`config.mk`:
```
export PLATFORM = sky130hd
export DESIGN_NAME = mcp_adc_scan_flat
export DESIGN_NICKNAME = d
export VERILOG_FILES = /design/src/rtl/mcp_adc_scan_if.sv /design/src/rtl/mcp_adc_scan.sv /design/src/flat_wrapper.sv
export SDC_FILE = /design/constraint.sdc
export NUM_CORES = 1
export LEC_CHECK = 0
export CAP_MARGIN = 0
export CORE_UTILIZATION = 59
export CTS_BUF_LIST = sky130_fd_sc_hd__clkbuf_4 sky130_fd_sc_hd__clkbuf_8
export DETAILED_ROUTE_END_ITERATION = 8
export PLACE_DENSITY_LB_ADDON = 0.12
export SLEW_MARGIN = 20
export SYNTH_ARGS = -nofsm -noshare
export SYNTH_HDL_FRONTEND = slang
export SYNTH_SLANG_ARGS = --single-unit
```
`constraint.sdc`:
```
create_clock -name clock -period 3 [get_ports clock]
set_input_delay 0.6 -clock clock [delete_from_list [all_inputs] [get_ports clock]]
set_output_delay 0.6 -clock clock [all_outputs]
set_load 0.005 [all_outputs]
```
`src/rtl/mcp_adc_scan_if.sv`:
```
// SPI link between the scanner (master) and an MCP3208-class ADC (slave).
interface mcp_adc_scan_if;
    logic SCLK;
    logic nCS;
    logic MOSI;
    logic MISO;

    modport master (output SCLK, output nCS, output MOSI, input MISO);
    modport slave  (input SCLK, input nCS, input MOSI, output MISO);
endinterface

```
`src/rtl/mcp_adc_scan.sv`:
```
// Round-robin MCP3208 scanner: per-channel SPI frames, peak hold with reset/ack
// handshake, and atomic publication of each completed scan on ain.
module mcp_adc_scan #(
    parameter int unsigned        NUM_CH    = 6,
    parameter int unsigned        CLK_DIV   = 2,
    parameter int unsigned        GAP       = 2,
    parameter logic [NUM_CH-1:0]  PEAK_MASK = 6'b000011
) (
    input  logic                  clock,
    input  logic                  reset_n,
    input  logic                  enable,
    mcp_adc_scan_if.master        spi,
    output logic [12*NUM_CH-1:0]  ain,
    output logic                  scan_done,
    input  logic                  pk_detect_reset,
    output logic                  pk_detect_ack
);

    localparam int unsigned    CntMax  = (CLK_DIV > GAP) ? CLK_DIV : GAP;
    localparam int unsigned    CntW    = $clog2(CntMax + 1);
    localparam logic [CntW-1:0] DivLast = CntW'(CLK_DIV - 1);
    localparam logic [CntW-1:0] GapLast = CntW'(GAP - 1);
    localparam logic [2:0]     LastCh  = 3'(NUM_CH - 1);

    typedef enum logic [1:0] {StIdle, StSetup, StHi, StGap} state_e;

    state_e                state;
    logic [CntW-1:0]       cnt;
    logic [4:0]            bit_n;
    logic [2:0]            ch;
    logic [11:0]           cap;
    logic [11:0]           val_q [NUM_CH];
    logic [11:0]           val_d [NUM_CH];
    logic [11:0]           smp_q [NUM_CH];
    logic [11:0]           smp_d [NUM_CH];
    logic [12*NUM_CH-1:0]  ain_d;
    logic                  frame_end;
    logic                  scan_end;

    // Command word, MSB first: start, single-ended, 3-bit channel, 14 don't-care zeros.
    function automatic logic cmd_bit(input logic [2:0] c, input logic [4:0] n);
        logic [18:0] w;
        w = {2'b11, c, 14'b0};
        return w[n];
    endfunction

    // The low half of every SCLK period lives in StSetup, so a frame is 19 x (Setup + Hi).
    // Channel values are folded in on the last GAP clock, when the capture is complete.
    always_comb begin
        frame_end = (state == StGap) && (cnt == GapLast);
        scan_end  = frame_end && (ch == LastCh);
        val_d     = val_q;
        smp_d     = smp_q;
        if (frame_end) begin
            for (int k = 0; k < int'(NUM_CH); k++) begin
                if (ch == 3'(k)) begin
                    smp_d[k] = cap;
                    if (PEAK_MASK[k]) val_d[k] = (cap > val_q[k]) ? cap : val_q[k];
                    else              val_d[k] = cap;
                end
            end
        end
        if (scan_end && pk_detect_reset) begin
            for (int k = 0; k < int'(NUM_CH); k++) begin
                if (PEAK_MASK[k]) val_d[k] = smp_d[k];
            end
        end
        for (int k = 0; k < int'(NUM_CH); k++) ain_d[12*k +: 12] = val_d[k];
    end

    always_ff @(posedge clock or negedge reset_n) begin
        if (!reset_n) begin
            state         <= StIdle;
            cnt           <= '0;
            bit_n         <= '0;
            ch            <= '0;
            cap           <= '0;
            spi.SCLK      <= 1'b0;
            spi.nCS       <= 1'b1;
            spi.MOSI      <= 1'b0;
            ain           <= '0;
            scan_done     <= 1'b0;
            pk_detect_ack <= 1'b0;
            for (int k = 0; k < int'(NUM_CH); k++) begin
                val_q[k] <= '0;
                smp_q[k] <= '0;
            end
        end else begin
            scan_done <= 1'b0;
            val_q     <= val_d;
            smp_q     <= smp_d;
            unique case (state)
                StIdle: begin
                    if (enable) begin
                        state    <= StSetup;
                        cnt      <= '0;
                        bit_n    <= 5'd18;
                        spi.nCS  <= 1'b0;
                        spi.MOSI <= cmd_bit(ch, 5'd18);
                    end
                end
                StSetup: begin
                    if (cnt == DivLast) begin
                        state    <= StHi;
                        cnt      <= '0;
                        spi.SCLK <= 1'b1;
                    end else begin
                        cnt <= cnt + 1'b1;
                    end
                end
                StHi: begin
                    if (cnt == '0 && bit_n < 5'd12) cap[bit_n[3:0]] <= spi.MISO;
                    if (cnt == DivLast) begin
                        cnt      <= '0;
                        spi.SCLK <= 1'b0;
                        if (bit_n == 5'd0) begin
                            state    <= StGap;
                            spi.nCS  <= 1'b1;
                            spi.MOSI <= 1'b0;
                        end else begin
                            state    <= StSetup;
                            bit_n    <= bit_n - 5'd1;
                            spi.MOSI <= cmd_bit(ch, bit_n - 5'd1);
                        end
                    end else begin
                        cnt <= cnt + 1'b1;
                    end
                end
                StGap: begin
                    if (cnt == GapLast) begin
                        cnt <= '0;
                        if (scan_end) begin
                            state         <= StIdle;
                            ch            <= '0;
                            ain           <= ain_d;
                            scan_done     <= 1'b1;
                            pk_detect_ack <= pk_detect_reset;
                        end else begin
                            state    <= StSetup;
                            ch       <= ch + 3'd1;
                            bit_n    <= 5'd18;
                            spi.nCS  <= 1'b0;
                            spi.MOSI <= cmd_bit(ch + 3'd1, 5'd18);
                        end
                    end else begin
                        cnt <= cnt + 1'b1;
                    end
                end
                default: state <= StIdle;
            endcase
        end
    end

endmodule

```
`src/flat_wrapper.sv`:
```
// flat-port wrapper written by rule: the top's interface ports become plain ports
module mcp_adc_scan_flat 
#(
    parameter int unsigned        NUM_CH    = 6,
    parameter int unsigned        CLK_DIV   = 2,
    parameter int unsigned        GAP       = 2,
    parameter logic [NUM_CH-1:0]  PEAK_MASK = 6'b000011
)
  (clock, reset_n, enable, ain, scan_done, pk_detect_reset, pk_detect_ack, spi_SCLK, spi_nCS, spi_MOSI, spi_MISO);
  mcp_adc_scan_if spi_i ();
  input  logic clock;
  input  logic reset_n;
  input  logic enable;
  output logic [12*NUM_CH-1:0] ain;
  output logic scan_done;
  input  logic pk_detect_reset;
  output logic pk_detect_ack;
  output wire logic [$bits(spi_i.SCLK)-1:0] spi_SCLK;
  output wire logic [$bits(spi_i.nCS)-1:0] spi_nCS;
  output wire logic [$bits(spi_i.MOSI)-1:0] spi_MOSI;
  input wire logic [$bits(spi_i.MISO)-1:0] spi_MISO;
  assign spi_SCLK = spi_i.SCLK;
  assign spi_nCS = spi_i.nCS;
  assign spi_MOSI = spi_i.MOSI;
  assign spi_i.MISO = spi_MISO;
  mcp_adc_scan #(.NUM_CH(NUM_CH), .CLK_DIV(CLK_DIV), .GAP(GAP), .PEAK_MASK(PEAK_MASK)) u_core (.clock(clock), .reset_n(reset_n), .enable(enable), .spi(spi_i), .ain(ain), .scan_done(scan_done), .pk_detect_reset(pk_detect_reset), .pk_detect_ack(pk_detect_ack));
endmodule
```
# Yosys cells after proc, flatten, opt, wreduce, memory -nomap -nowiden
# Index checks and enable logic that the tools add are counted.
# word_totals
regBits	245
out_inout_bits	77
word_cells	129
# op_classes
n_mux	57
n_reduce_logical	24
order_cmp	6
n_eq_ne	16
add_sub_neg	3
# ops
operator	n
12-bit two-way mux	14
72-bit two-way mux	2
5-bit two-way mux	5
12-bit greater-than comparator	2
24-bit two-way mux	1
1-bit two-way mux	18
5-bit case mux with 3 select lines	1
2-bit two-way mux	7
12-bit bitwise mux	1
2-bit AND reduction	6
6-bit AND reduction	2
2-bit != test (second input constant)	4
2-bit case mux with 4 select lines	1
3-bit by 2-bit == test with 1-bit output (second input constant)	2
3-bit == test (second input constant)	2
5-bit by 6-bit less-than comparator with 1-bit output (second input constant)	1
2-bit by 1-bit != test with 1-bit output (second input constant)	3
1-bit case mux with 3 select lines	2
3-bit AND reduction	2
1-bit binary-select mux with 5-bit select	1
1-bit logical AND	5
5-bit logical NOT	1
4-bit by 5-bit less-than comparator with 1-bit output (second input constant)	1
5-bit by 4-bit less-than comparator with 1-bit output (second input constant)	1
other kinds (18)	21

# Longest topological paths before layout
# Gate-level depths: netlist of run 1.
# depth
ltp_word	6
depth_mapped	12

# Worst setup path after synthesis of run 1
# OpenSTA, ideal clock, no wires.
# synth_path
path_kind	register -> register
start	register u_core.cap[11]
end	register u_core.ain[12]
setup_time_ns	0.131
arrival_ns	2.074
setup_slack_ns	0.794
path_stages_with_launch	10
path_buffers	2
path_cell_list	dfrtp_1 -> ha_1 -> nand4_1 -> or3_1 -> o21a_4 -> buf_6 -> and2_1 -> buf_6 -> a211oi_2 -> o31ai_2
# synth_via
elab_chain_len	5
# synth_lines
element	line	rtl
start, declared	mcp_adc_scan.sv:31	logic [11:0] cap;
start signal, assigned by index	mcp_adc_scan.sv:112	if (cnt == '0 && bit_n < 5'd12) cap[bit_n[3:0]] <= spi.MISO;
12-bit greater-than comparator	mcp_adc_scan.sv:58	if (PEAK_MASK[k]) val_d[k] = (cap > val_q[k]) ? cap : val_q[k];
12-bit two-way mux	mcp_adc_scan.sv:58	
12-bit two-way mux	mcp_adc_scan.sv:56	if (ch == 3'(k)) begin
72-bit two-way mux	mcp_adc_scan.sv:54	if (frame_end) begin
24-bit two-way mux	mcp_adc_scan.sv:63	if (scan_end && pk_detect_reset) begin
end signal, assigned	mcp_adc_scan.sv:135	ain <= ain_d;
end, declared	mcp_adc_scan.sv:13	output logic [12*NUM_CH-1:0] ain,
# Every way passes these cells.
# A chain may end at the register's enable or synchronous reset.

# Worst setup path after layout of run 1
# layout_path
start	register u_core.cap[9]
end	register u_core.val_q[56] (netlist bit)
# layout_via
elab_chain_len	5
# layout_lines
element	line	rtl
12-bit greater-than comparator	mcp_adc_scan.sv:58	
12-bit two-way mux	mcp_adc_scan.sv:58	
12-bit two-way mux	mcp_adc_scan.sv:56	
72-bit two-way mux	mcp_adc_scan.sv:54	
24-bit two-way mux	mcp_adc_scan.sv:63	
net u_core.ain_d[20]	mcp_adc_scan.sv:36	logic [12*NUM_CH-1:0] ain_d;
end signal, assigned	mcp_adc_scan.sv:90	val_q <= val_d;
end, declared	mcp_adc_scan.sv:32	logic [11:0] val_q [NUM_CH];
# The timed path passes the listed nets, and every way through them passes these cells.

==> impl_metrics.json, run 1 <==
{
  "setup_viol": 0,
  "internal_power_mw": 3.310,
  "die_x_um": 120.9,
  "swShare_pct": 22.59,
  "syn-num-nets": 804,
  "fin_crit_sh_pct": 90.29,
  "syn_inst": 765,
  "combPwrFrac_pct": 3.7,
  "grt.busiest_layer": "met2",
  "crit_path_top_delay_cell": "dfrtp_1",
  "hold_class": "primary input to asynchronous set/reset pin",
  "finalHoldViolations": 0,
  "whs_ps": 71.30,
  "p_sw_mw": 0.9659,
  "placed_area_sq_mm": 0.009358,
  "port_buffers": 81,
  "critical-path-top-delay-family": "simple AND/OR/NAND/NOR gates",
  "n_fill_cell": 1023,
  "ys_ff_latch": 185,
  "status": "completed",
  "use_met3_pct": 5.310,
  "dp_slack_ps": 92.11,
  "post_cts_buffers": 0,
  "critPathKind": "register to register",
  "first_iter_violations": 359,
  "relSlewSlack_pct": 58.19,
  "die_h_um": 120.9,
  "io_pins": 82,
  "yosys.area.top_type_share_pct": 55.16,
  "ant_nets": 0,
  "start_kind": "register",
  "clk_pin_slew_ps": 90,
  "dpl.hpwl_mm": 12.83,
  "vias_per_cell": 5.691,
  "skew_ps": 10.41,
  "cp.buffers_inverters": 2,
  "vdd_drop_max_uv": 274.5,
  "startpoint": "u_core.cap[9]",
  "ys.flop_type": "dfrtp_1",
  "grt_max_degree": 91,
  "drt-pass1-iter-count": 5,
  "yosys.area.top_type": "dfrtp_1",
  "min_period_ps": 2709,
  "diodes": 0,
  "synthTopCellsByCount": "dfrtp_1 (184), nand2_1 (155), mux2_2 (83)",
  "cts-htree-levels": 4,
  "grt_first_pass_wirelength_mm": 31.42,
  "root_buffer": "clkbuf_8",
  "clock_latency_ps": 460,
  "avgSynthCellArea_sq_um": 10.91,
  "start_util_pct": 60.37,
  "seq_area_sq_mm": 0.004631,
  "grt_use_met1_pct": 39.39,
  "worst_pin_slew_ps": 624.5,
  "dieArea_sq_mm": 0.01463,
  "cts_tree": "built",
  "antenna_found_initial": 0,
  "clk_path_buf_depth": 2,
  "synthArstFlopShare_pct": 100.0,
  "r2r-start": "u_core.cap[9]",
  "syn_area_sq_mm": 0.008347,
  "finalSetupTns_ps": 0,
  "wl_mm": 18.85,
  "area_delta_synth_final_pct": 16.86,
  "fp.coreArea_sq_mm": 0.01383,
  "met2_usage_pct": 43.50,
  "path_cells": "buf_4 -> ha_1 -> nand4_1 -> or3_1 -> a21o_1 -> nand3_2 -> and2_1 -> buf_4 -> a21oi_2 -> mux2i_1",
  "layout.nets": 881,
  "max_stage_delay_ps": 470,
  "clock_power_share_pct": 37.2,
  "slew_violations": 0,
  "final_layout_size_suffix_gt1_share_pct": 18.74,
  "vias": 5885,
  "cp.arrival_ps": 3080,
  "multi_input_area_sq_mm": 0.003317,
  "synth-edff-count": 0,
  "rrSetupSlack_ps": 290,
  "max_freq_ghz": 0.3692,
  "powerDensity_mw_per_mm2": 438.4,
  "end_kind": "register",
  "synth-seq-area-share_pct": 55.48,
  "critPathMostFrequentCell": "buf_4",
  "rsz0062_at_grt": "no",
  "num_rows": 43,
  "power.leakage_nw": 4.840,
  "setup_ws_ps": 291.4,
  "grt_usage_pct": 28.27,
  "critPathRequiredTime_ps": 3380,
  "yosysWarningCount": 0,
  "stdcell_area_sq_mm": 0.009754,
  "numCtsBuffers": 17,
  "place_congestion": 0.8979,
  "grt_pass1_vias": 6068,
  "power.share.sequential_pct": 59.1,
  "yosys-top-cells-area": "dfrtp_1 (55%), mux2_2 (11%), nand2_1 (7.0%)",
  "overflow": 0,
  "synth.distinct_cells": 55,
  "max-cap-violations": 0,
  "wire_per_inst_um": 18.23,
  "crit_fanout": 14,
  "drc_errors": 0,
  "yosysMostFrequentCell": "dfrtp_1",
  "cts_sinks": 185
}
[metal layers]
metal	up-vias	part of all wire, %
met5	-	0
met4	0	2.9
met3	34	3.8
met2	155	47
met1	2966	46
li1	2730	-
[power groups by stage]
| stage | registers [mW] | logic [mW] | clock network [mW] |
|---|---|---|---|
| floorplan | 2.57 | 0.0639 | 0 |
| global placement | 2.57 | 0.155 | 0 |
| detailed placement | 2.58 | 0.160 | 0 |
| CTS | 2.53 | 0.161 | 1.63 |
| global route | 2.53 | 0.177 | 1.72 |
| finish | 2.53 | 0.158 | 1.59 |
[cells in the final DEF (no fill, tap or decap), types with 20 or more instances in the layout]
cell type,synthesis,final
a21oi_1,22,22
buf_4,3,26
clkbuf_8,0,25
clkdlybuf4s50_1,0,80
dfrtp_1,184,184
ha_1,34,34
inv_1,44,44
mux2_2,83,83
mux2i_1,20,20
nand2_1,155,155
nor2_1,38,38
o21ai_0,28,28
o22ai_1,23,23
[layout make-up]
cell class	instances	share of cell area [%]
multi-input combinational	485	34.00
inverter	45	1.732
tap	180	2.309
sequential	185	47.47
timing repair buffer	108	10.53
clock inverter	5	0.3463
clock buffer	26	3.604
[state kept, by name (all words and copies together) (netlist names), 2 cells and up]
name / flops
u_core.val_q: 60
u_core.ch: 3
u_core.bit_n: 5
u_core.cnt: 2
u_core.cap: 12
u_core.state: 2
u_core.smp_q: 24
u_core.ain: 72
[cell families after synthesis]
kind of cell	Yosys count	synth area share (%)
adder cells (fa/ha/maj)	34	5.097
flip-flops	185	55.48
multiplexers	103	13.60
AND/OR/NAND/NOR	232	11.77
XOR/XNOR	1	0.1050
buffers and inverters	95	4.917
AO/OA/AOI/OAI	115	9.039
[worst paths after layout]
path,cells past startpoint,to
min,1,u_core.ain[15]
min reg2reg,2,u_core.ain[3]
max in group asynchronous,2,u_core.ain[36]
max,10,u_core.val_q[56]
min in group clock,2,u_core.ain[3]
max reg2reg,10,u_core.val_q[56]
[per-stage QoR]
stage | std cells | power (mW) | utilization (%)
6_report | 1034 | 4.276 | 70.55
5_1_grt | 1034 | 4.426 | 70.55
4_1_cts | 1034 | 4.313 | 70.46
3_5_place_dp | 1003 | 2.736 | 67.68
3_3_place_gp | 1003 | 2.729 | 67.68
2_1_floorplan | 765 | 2.629 | -
[repair_timing]
action	4_1_cts	5_1_grt
hold buffers	0	0
resized for setup	0	3
setup endpoints to repair	0	34
No activity file was read; power rests on OpenSTA's default activity.
==> run 2: changes to the inputs <==
--- a/config.mk
+++ b/config.mk
@@ -6,7 +6,8 @@
 export NUM_CORES = 1
 export LEC_CHECK = 0
 export CAP_MARGIN = 0
-export CORE_UTILIZATION = 59
+export CORE_ASPECT_RATIO = 1.75
+export CORE_UTILIZATION = 64
 export CTS_BUF_LIST = sky130_fd_sc_hd__clkbuf_4 sky130_fd_sc_hd__clkbuf_8
 export DETAILED_ROUTE_END_ITERATION = 8
 export PLACE_DENSITY_LB_ADDON = 0.12
==> constraint.sdc (replaced) <==
create_clock -name clock -period 3.14 [get_ports clock]
set_input_delay 0.628 -clock clock [delete_from_list [all_inputs] [get_ports clock]]
set_output_delay 0.628 -clock clock [all_outputs]
set_load 0.005 [all_outputs]
==> run 2 against run 1 <==
Net effect: combinational power down 12%; flip-flop and latch count unchanged; routed wire length up 4.5%; critical path depth down 1.
==> impl_metrics.json, run 2 (synthesized netlist as in run 1, its figures left out) <==
{
  "stdcell_area_sq_mm": 0.009729,
  "max_stage_delay_ps": 600,
  "start_util_pct": 66.42,
  "grt_usage_pct": 31.74,
  "root_buffer": "clkbuf_8",
  "vias": 6024,
  "grt_pass1_vias": 6207,
  "numCtsBuffers": 17,
  "dieArea_sq_mm": 0.01352,
  "vias_per_cell": 5.912,
  "area_delta_synth_final_pct": 16.56,
  "layout.nets": 877,
  "cts_sinks": 185,
  "setup_viol": 0,
  "cp.buffers_inverters": 1,
  "powerDensity_mw_per_mm2": 426.8,
  "wl_mm": 19.69,
  "dpl.hpwl_mm": 13.81,
  "die_h_um": 153.1,
  "crit_fanout": 11,
  "cp.arrival_ps": 3240,
  "final_layout_size_suffix_gt1_share_pct": 18.10,
  "power.leakage_nw": 4.833,
  "placed_area_sq_mm": 0.009313,
  "max-cap-violations": 0,
  "finalSetupTns_ps": 0,
  "min_period_ps": 2835,
  "top_regs": "u_core.ain (72), u_core.val_q (60), u_core.smp_q (24)",
  "drt-pass1-iter-count": 5,
  "first_iter_violations": 306,
  "antenna_found_initial": 0,
  "diodes": 0,
  "hold_buffers": 0,
  "clock_latency_ps": 460,
  "place_congestion": 0.9084,
  "max_freq_ghz": 0.3528,
  "status": "completed",
  "overflow": 0,
  "clk_pin_slew_ps": 100,
  "cts_tree": "built",
  "dp_cells": 987,
  "io_pins": 82,
  "r2r-start": "u_core.cap[9]",
  "fp.coreArea_sq_mm": 0.01257,
  "critical-path-top-delay-family": "compound AO/OA/AOI/OAI gates",
  "grt_max_degree": 64,
  "critPathKind": "register to register",
  "worst_pin_slew_ps": 641.8,
  "cts-htree-levels": 4,
  "rrSetupSlack_ps": 310,
  "fin_cells": 1019,
  "start_kind": "register",
  "grt_first_pass_wirelength_mm": 32.15,
  "vdd_drop_max_uv": 280.6,
  "end_kind": "register",
  "critPathRequiredTime_ps": 3540,
  "startpoint": "u_core.cap[9]",
  "largest_reg_flops": 72,
  "fin_crit_sh_pct": 90.28,
  "port_buffers": 81,
  "ant_nets": 0,
  "post_cts_resized": 0,
  "rsz0062_at_grt": "no",
  "hold_class": "primary input to asynchronous set/reset pin",
  "die_x_um": 88.33,
  "relSlewSlack_pct": 57.21,
  "post_cts_buffers": 0,
  "crit_path_top_delay_cell": "dfrtp_1",
  "clk_path_buf_depth": 2,
  "layout_common_cells": "dfrtp_1 (184), nand2_1 (155), mux2_2 (83)",
  "num_rows": 54,
  "regMostFlops": "u_core.ain",
  "path_cells": "ha_1 -> nand4_1 -> or3_1 -> a21o_1 -> nand3_1 -> buf_4 -> o22a_1 -> o221ai_1 -> nand2_1",
  "final_common_cell": "dfrtp_1",
  "slew_violations": 0,
  "drc_errors": 0,
  "skew_ps": 18.11,
  "finalHoldViolations": 0,
  "wire_per_inst_um": 19.32
}
==> run 2: cell count changes in the layout (fill, tap and decap cells not counted), moves of 2 or more <==
cell      previous run  this run
clkbuf_8            25        18
clkinv_8             0         5
buf_4               26        22
inv_6                0         5
clkinv_2             2         0
==> run 2: area by class of cell <==
class / instances / area, sq um
clock inverters: 14 / 168.9
repair buffers: 104 / 997.2
clock buffers: 18 / 247.7
multi-input cells: 485 / 3306
inverters: 45 / 168.9
well taps: 168 / 210.2
flip-flops and latches: 185 / 4631
fillers: 849 / 2838
==> run 2: layer usage <==
layer  vias up  wire [um]  GRT usage (%)
met4         0        811          14.82
met3        57        951          6.479
met5         -          0              0
li1       2739          -              -
met1      3014       7534          38.77
met2       214      10390          52.97
==> run 2: report_power, final <==
group          internal [mW]  switching (mW)  leakage [nW]
clock                  0.630           0.957         0.204
combinational         0.0421          0.0973          2.37
sequential              2.40          0.0292          2.26
==> run 2: final timing paths <==
path	end	cells past startpoint
setup reg to reg	u_core.ain[21]	9
setup / recovery	u_core.ain[21]	9
hold reg to reg	u_core.ain[7]	2
max in group asynchronous	u_core.ain[62]	2
hold / removal	u_core.smp_q[55]	1
min in group clock	u_core.ain[7]	2
==> run 2: metrics by stage <==
| stage | hold slack (ps) | total power, mW | setup WS (ps) | util, % |
|---|---|---|---|---|
| 2_1_floorplan | 332.4 | 2.512 | 934.2 | - |
| 3_3_place_gp | 460.2 | 2.608 | 379.6 | 74.10 |
| 3_5_place_dp | 469.4 | 2.612 | 335.4 | 74.10 |
| 4_1_cts | 151.1 | 4.183 | 317.9 | 77.42 |
| 5_1_grt | 164.1 | 4.299 | 102.8 | 77.42 |
| 6_report | 133.3 | 4.152 | 305.2 | 77.42 |
==> run 3: changes to the inputs <==
==> constraint.sdc (replaced) <==
create_clock -name clock -period 3.14 [get_ports clock]
set_input_delay 0.628 -clock clock [delete_from_list [all_inputs] [get_ports clock]]
set_output_delay 0.628 -clock clock [all_outputs]
set_load 0.02 [all_outputs]
==> results of run 3 <==
No change in the layout: final DEF, timing and power equal those of run 2.
